File: src/rtl/or_request_splitter_if.sv
// Request/report bundle between the request sources, the splitter and its consumer.
// Valid/Ready: an Index transfers on a rising Clk edge where Valid and Ready are both 1; Valid/Index hold until then.
interface or_request_splitter_if #(
   parameter int N    = 8,
   parameter int IDXW = 3
);
   logic [N-1:0]    Req;
   logic            Ready;
   logic            Clear;
   logic            Valid;
   logic [IDXW-1:0] Index;
   logic            Any;
   logic            Overrun;

   modport master (
      output Req, Ready, Clear,
      input  Valid, Index, Any, Overrun
   );

   modport slave (
      input  Req, Ready, Clear,
      output Valid, Index, Any, Overrun
   );
endinterface

File: src/rtl/or_request_splitter.sv
// Latches N request lines into a pending mask and reports pending sources one index at a time,
// lowest index first, while also exposing the merged OR flag and a sticky overrun flag.
module or_request_splitter #(
   parameter int N    = 8,
   parameter int IDXW = 3
) (
   input  logic                  Clk,
   input  logic                  Reset,
   or_request_splitter_if.slave  bus,
   output logic                  dbg_state
);

   typedef enum logic [0:0] {
      S_IDLE    = 1'b0,
      S_PRESENT = 1'b1
   } state_t;

   state_t          state_q, state_d;
   logic [N-1:0]    pending_q, pending_d;
   logic [IDXW-1:0] index_q, index_d;
   logic            any_q, any_d;
   logic            overrun_q, overrun_d;
   logic [N-1:0]    ack_mask;
   logic            accept;

   function automatic logic [IDXW-1:0] lowest_set(input logic [N-1:0] v);
      lowest_set = '0;
      for (int i = N - 1; i >= 0; i--) begin
         if (v[i]) lowest_set = IDXW'(i);
      end
   endfunction

   always_comb begin
      accept   = (state_q == S_PRESENT) && bus.Ready;
      ack_mask = '0;
      for (int i = 0; i < N; i++) begin
         ack_mask[i] = accept && (index_q == IDXW'(i));
      end

      // New requests win over the acknowledge of the same bit.
      pending_d = (pending_q & ~ack_mask) | bus.Req;
      any_d     = |pending_d;

      overrun_d = overrun_q;
      if (bus.Clear) overrun_d = 1'b0;
      if (|(bus.Req & pending_q & ~ack_mask)) overrun_d = 1'b1;

      state_d = state_q;
      index_d = index_q;
      case (state_q)
         S_IDLE: begin
            if (|pending_q) begin
               index_d = lowest_set(pending_q);
               state_d = S_PRESENT;
            end
         end
         S_PRESENT: begin
            // Index is frozen until the consumer takes it, even if a lower bit arrives.
            if (bus.Ready) begin
               if (|pending_d) index_d = lowest_set(pending_d);
               else            state_d = S_IDLE;
            end
         end
         default: state_d = S_IDLE;
      endcase
   end

   always_ff @(posedge Clk) begin
      if (!Reset) begin
         state_q   <= S_IDLE;
         pending_q <= '0;
         index_q   <= '0;
         any_q     <= 1'b0;
         overrun_q <= 1'b0;
      end else begin
         state_q   <= state_d;
         pending_q <= pending_d;
         index_q   <= index_d;
         any_q     <= any_d;
         overrun_q <= overrun_d;
      end
   end

   assign bus.Valid   = (state_q == S_PRESENT);
   assign bus.Index   = index_q;
   assign bus.Any     = any_q;
   assign bus.Overrun = overrun_q;
   assign dbg_state   = state_q;

endmodule

File: src/flat_wrapper.sv
// flat-port wrapper written by rule: the top's interface ports become plain ports
module or_request_splitter_flat 
#(
   parameter int N    = 8,
   parameter int IDXW = 3
)
  (Clk, Reset, dbg_state, bus_Req, bus_Ready, bus_Clear, bus_Valid, bus_Index, bus_Any, bus_Overrun);
  or_request_splitter_if #(.N(N), .IDXW(IDXW)) bus_i ();
  input  logic Clk;
  input  logic Reset;
  output logic dbg_state;
  input wire logic [$bits(bus_i.Req)-1:0] bus_Req;
  input wire logic [$bits(bus_i.Ready)-1:0] bus_Ready;
  input wire logic [$bits(bus_i.Clear)-1:0] bus_Clear;
  output wire logic [$bits(bus_i.Valid)-1:0] bus_Valid;
  output wire logic [$bits(bus_i.Index)-1:0] bus_Index;
  output wire logic [$bits(bus_i.Any)-1:0] bus_Any;
  output wire logic [$bits(bus_i.Overrun)-1:0] bus_Overrun;
  assign bus_i.Req = bus_Req;
  assign bus_i.Ready = bus_Ready;
  assign bus_i.Clear = bus_Clear;
  assign bus_Valid = bus_i.Valid;
  assign bus_Index = bus_i.Index;
  assign bus_Any = bus_i.Any;
  assign bus_Overrun = bus_i.Overrun;
  or_request_splitter #(.N(N), .IDXW(IDXW)) u_core (.Clk(Clk), .Reset(Reset), .bus(bus_i), .dbg_state(dbg_state));
endmodule
File: config.mk
export PLATFORM = sky130hd
export DESIGN_NAME = or_request_splitter_flat
export DESIGN_NICKNAME = d
export VERILOG_FILES = /design/src/rtl/or_request_splitter_if.sv /design/src/rtl/or_request_splitter.sv /design/src/flat_wrapper.sv
export SDC_FILE = /design/constraint.sdc
export NUM_CORES = 1
export LEC_CHECK = 0
export ABC_AREA = 0
export BUFFER_PORTS_ARGS = -buffer_cell sky130_fd_sc_hd__buf_4
export CORE_UTILIZATION = 54
export DETAILED_ROUTE_END_ITERATION = 6
export GPL_ROUTABILITY_DRIVEN = 0
export PLACE_DENSITY = 0.82
export SETUP_SLACK_MARGIN = 0.02
export SYNTH_ARGS = -nofsm -noshare
export SYNTH_HDL_FRONTEND = slang
export SYNTH_SLANG_ARGS = --single-unit
File: constraint.sdc
create_clock -name Clk -period 3.5 [get_ports Clk]
set_input_delay 0.875 -clock Clk [delete_from_list [all_inputs] [get_ports Clk]]
set_output_delay 0.875 -clock Clk [all_outputs]
set_load 0.01 [all_outputs]
* Word level (Yosys, flattened, before mapping) *
Cells that the tools add are included.

word-level totals
  word-level logic and storage cells = 62
  output and inout bits = 7
  bits of input ports = 12
  flip-flop bits (word level) = 14

operators by class
  multiplexer cells = 26
  eq/ne operators = 10
  reductions and logical operators = 15
  bitwise operators = 6

operators by type and width
  operator              count
  $mux W3               19
  $and A8 B8 Y8         3
  $reduce_or A8 Y1      3
  $eq A3 B3 Y1 const B  4
  $logic_and A1 B1 Y1   9
  $not A8 Y8            1
  $or A8 B8 Y8          1
  $eq A3 B2 Y1 const B  2
  $pmux W3 S2           1
  $mux W1               5
  $ne A2 B2 Y1 const B  2
  $eq A3 B1 Y1 const B  1
  $logic_not A3 Y1      1
  $reduce_and A3 Y1     1
  $ne A2 B1 Y1 const B  1
  $pmux W1 S2           1
  $reduce_bool A2 Y1    1
  $not A1 Y1            1

* Longest topological paths before layout *
  depth in word-level cells = 16
  gate-level depth with buffers = 8
  mapped depth without buffers = 6

* Least setup slack after synthesis *
Ideal clock, no wire load.

  path type = input-to-reg
  start = in bus_Ready
  end = reg u_core.index_q[1], in the netlist u_core.bus.Index[1]
  arrival time = 2.201 ns
  buffers on the path = 1
  stages = 7
  library setup time = 0.116 ns
  slack = 1.183 ns
  data required time = 3.384 ns
  cell sequence = and3b_1 -> buf_6 -> a31oi_4 -> nor4_4 -> a41oi_2 -> or2_4 -> o211a_1

on the way
  word-level cells in the longest chain between the ends = 16
  elaborated cells on any way between the ends = 27

ends and longest elaborated chain
  item                  RTL line                   source
  from (decl)           flat_wrapper.sv:13         input wire logic [$bits(bus_i.Ready)-1:0] bus_Ready;
  $logic_and A1 B1 Y1   or_request_splitter.sv:34  accept = (state_q == S_PRESENT) && bus.Ready;
  $logic_and A1 B1 Y1   or_request_splitter.sv:37  ack_mask[i] = accept && (index_q == IDXW'(i));
  $not A8 Y8            or_request_splitter.sv:41  pending_d = (pending_q & ~ack_mask) | bus.Req;
  $and A8 B8 Y8         or_request_splitter.sv:41
  $or A8 B8 Y8          or_request_splitter.sv:41
  $mux W3 (8 in a row)  or_request_splitter.sv:29  if (v[i]) lowest_set = IDXW'(i);
  $mux W3               or_request_splitter.sv:60  if (|pending_d) index_d = lowest_set(pending_d);
  $mux W3               or_request_splitter.sv:59  if (bus.Ready) begin
  $pmux W3 S2           or_request_splitter.sv:50  case (state_q)
  to (signal assigned)  or_request_splitter.sv:78  index_q <= index_d;
  to (decl)             or_request_splitter.sv:20  logic [IDXW-1:0] index_q, index_d;

Parallel ways exist; a longest one is shown, timed or not. The select of a mux whose other input is x is not followed.
A chain may end at the register's enable or synchronous reset.

* Final worst setup path *
Ends and elaborated chain as after synthesis.

==> results.cfg <==
[outcome]
status = complete, no violations

[critical_path]
reg2reg_to = u_core.bus.Index[1]
crit_fanout = 8
crit_required_ns = 3.69
critPathKind = in2reg
worstPathArrival_ns = 2.69
r2r_cells = 6
ff2ff_setup_slack_ns = 1.09
r2r_start = u_core.bus.Valid
crit_path_start_kind = primary input
crit_path_end_kind = flop

[route]
wl_per_cell_um = 15.8
drc = 0
routed-via-count = 975
first_pass_iters = 4
first_iter_violations = 44
routed_wl_um = 2500
viasPerCell = 6.17
drtAntennaViolNets = 0

[clocking]
clk_latency_ns = 0.29
ctsResizeCount = 0
cts_max_path_buffers = 2
cts_made_buffers = 3
postCtsSetupRepairBufs = 0
cts_tree = built
cts_hold_repair.buffers = 0
clock_sinks = 14
cts_root_buf = clkbuf_4
cts-htree-levels = 1
path_clk_slew_ns = 0.09

[sta]
period_share_pct = 71.5
clock.fmax_mhz = 400
slew_headroom_pct = 65.5
period_needed_ns = 2.50
finalMaxSlewViolations = 0
clock_skew_ns = 0.00123
setup_viol_count_final = 0
rsz0062_at_grt = no
worstMarginPinSlew_ns = 0.513
tns_ns = 0
hold_viol_final = 0

[cells_and_area]
nets = 146
antennaDiodeCount = 0
fillers = 150
drive_gt1_share_pct = 27.1
area_delta_synth_final_pct = 15.6
fin_util_pct = 66.3

[place]
hpwl_um = 1870
portBuffers = 18

[synthesis]
synthDistinctLibCells = 51
synthTopCellsByArea = dfxtp_1 29%, nor2_1 4.6%, nand2_1 4.2%
ys_warn_count = 0
async_flop_share_pct = 0
synth_cells = 117
synth_seq_area_share_pct = 28.6
syn-cell-area_um2 = 980
synth-edff-count = 0
syn_nets = 129
avgSynthCellArea_um2 = 8.37
synth_seq_cells = 14
synth-main-ff-cell = dfxtp_1
yosys.area.top_type = dfxtp_1
netlist.area_leader.share_pct = 28.6

[global_route]
grt_start_max_net_pins = 16
grt_overflow = 0
track_usage_pct = 26.8
grt_pass1_wl_um = 3790
grt_pass1_vias = 853
antenna_found_initial = 0

[die]
start_util_pct = 57.4
die_x_um = 44.6
die_y_um = 44.6
core_um2 = 1710
die_area_um2 = 1990
placementRows = 15
io_pins = 19

[worst_hold_path]
hold_class = reg2reg
min_delay_path_depth = 2
hp-start = u_core.bus.Index[0]
hold_end = u_core.bus.Index[0]

[pwr]
power_density_nw_per_um2 = 371
p_leak_nw = 0.469
irDropWorstVdd_uv = 226

[run]
max-cap-violations = 0
## how the worst max path moves through the flow
| stage | startpoint | endpoint | slack (ns) | cells after the start |
|---|---|---|---|---|
| after floorplan | bus_Ready | u_core.bus.Index[1] | 1.18 | 7 |
| after CTS | bus_Ready | u_core.bus.Index[1] | 1.07 | 7 |
| after detailed placement | bus_Ready | u_core.bus.Index[1] | 0.76 | 7 |
| after global placement | bus_Ready | u_core.bus.Index[1] | 0.83 | 7 |
| final | bus_Ready | u_core.bus.Index[1] | 1.0 | 7 |
| after global routing | bus_Ready | u_core.bus.Index[1] | 0.96 | 7 |
## state kept, by name, summed over array words and instances, names as in the netlist
register / cells
u_core.bus.Index: 3
u_core.bus.Overrun: 1
u_core.pending_q: 8
u_core.bus.Valid: 1
u_core.bus.Any: 1
## kinds of logic (layout without fill, tap and decap cells)
kind of cell / count (synthesis) / after routing / synth area share [%]
DFF: 14 / 14 / 28.6
and+or+nand+nor: 50 / 50 / 28.6
AOI/OAI and AO/OA: 40 / 40 / 34.4
muxes: 1 / 1 / 1.02
buffers and inverters: 12 / 28 / 7.41
## layout by cell type (no fill, tap or decap), types with 2 or more instances in the layout
cell / netlist / layout
o21a_1: 3 / 3
a41oi_2: 2 / 2
nor3_1: 3 / 3
and2_1: 5 / 5
buf_4: 1 / 18
a31oi_1: 3 / 3
clkbuf_4: 0 / 3
dfxtp_1: 14 / 14
o211a_1: 2 / 2
nor4_1: 2 / 2
a211oi_1: 2 / 2
nand3_1: 3 / 3
inv_1: 6 / 6
nor2_1: 12 / 12
nand2_1: 11 / 11
a21oi_1: 7 / 7
o31ai_1: 2 / 2
a31o_2: 2 / 2
a32oi_1: 2 / 2
## metrics by stage
| step | std cells | instance area (um2) | hold WS (ns) | setup WS [ns] | total power, mW |
|---|---|---|---|---|---|
| 6_report | 158 | 1130 | 0.568 | 0.998 | 0.420 |
| 2_1_floorplan | 117 | 980 | 0.529 | 1.18 | 0.265 |
| 4_1_cts | 158 | 1130 | 0.570 | 1.07 | 0.421 |
| 5_1_grt | 158 | 1130 | 0.591 | 0.965 | 0.439 |
| 3_3_place_gp | 154 | 1100 | 0.551 | 0.828 | 0.299 |
| 3_5_place_dp | 154 | 1100 | 0.558 | 0.764 | 0.301 |
## report_power, final
group / total (mW) / switching, mW / internal (mW)
registers: 0.194 / 0.0220 / 0.172
clock network: 0.120 / 0.0569 / 0.0635
logic: 0.105 / 0.0553 / 0.0501
total: 0.420 / 0.134 / 0.285
## final cells by class
class / instances / area (um2) / share of cell area [%]
Timing Repair Buffer: 18 / 135 / 11.9
Tap cell: 25 / 31.3 / 2.76
Clock buffer: 4 / 36.3 / 3.20
Inverter: 6 / 22.5 / 1.99
Multi-Input combinational cell: 91 / 627 / 55.4
Sequential cell: 14 / 280 / 24.8
## critical path, cell delays in order
cell and delay, ns:
buf_4 0.11, and3b_1 0.42, a21boi_2 0.14, nor4_1 0.42, a41oi_2 0.22, or2_4 0.30, o211a_1 0.21
## cells in the mapped netlist (all sizes together), types with 3 or more instances
library cell,n
a21oi,7
nor3,3
o21a,3
and2,6
buf,5
nor4,3
nand3,3
dfxtp,14
inv,6
nor2,13
a31oi,4
nand2,11
## per-layer routing
metal  up-vias  global-route usage (%)  wire [um]
met1       460                    34.6       1110
li1        472                       -          -
met3         7                    2.45        128
met5         -                       0          0
met4         0                    15.2         63
met2        36                    43.5       1200
Power figures use the tool's default switching activity.
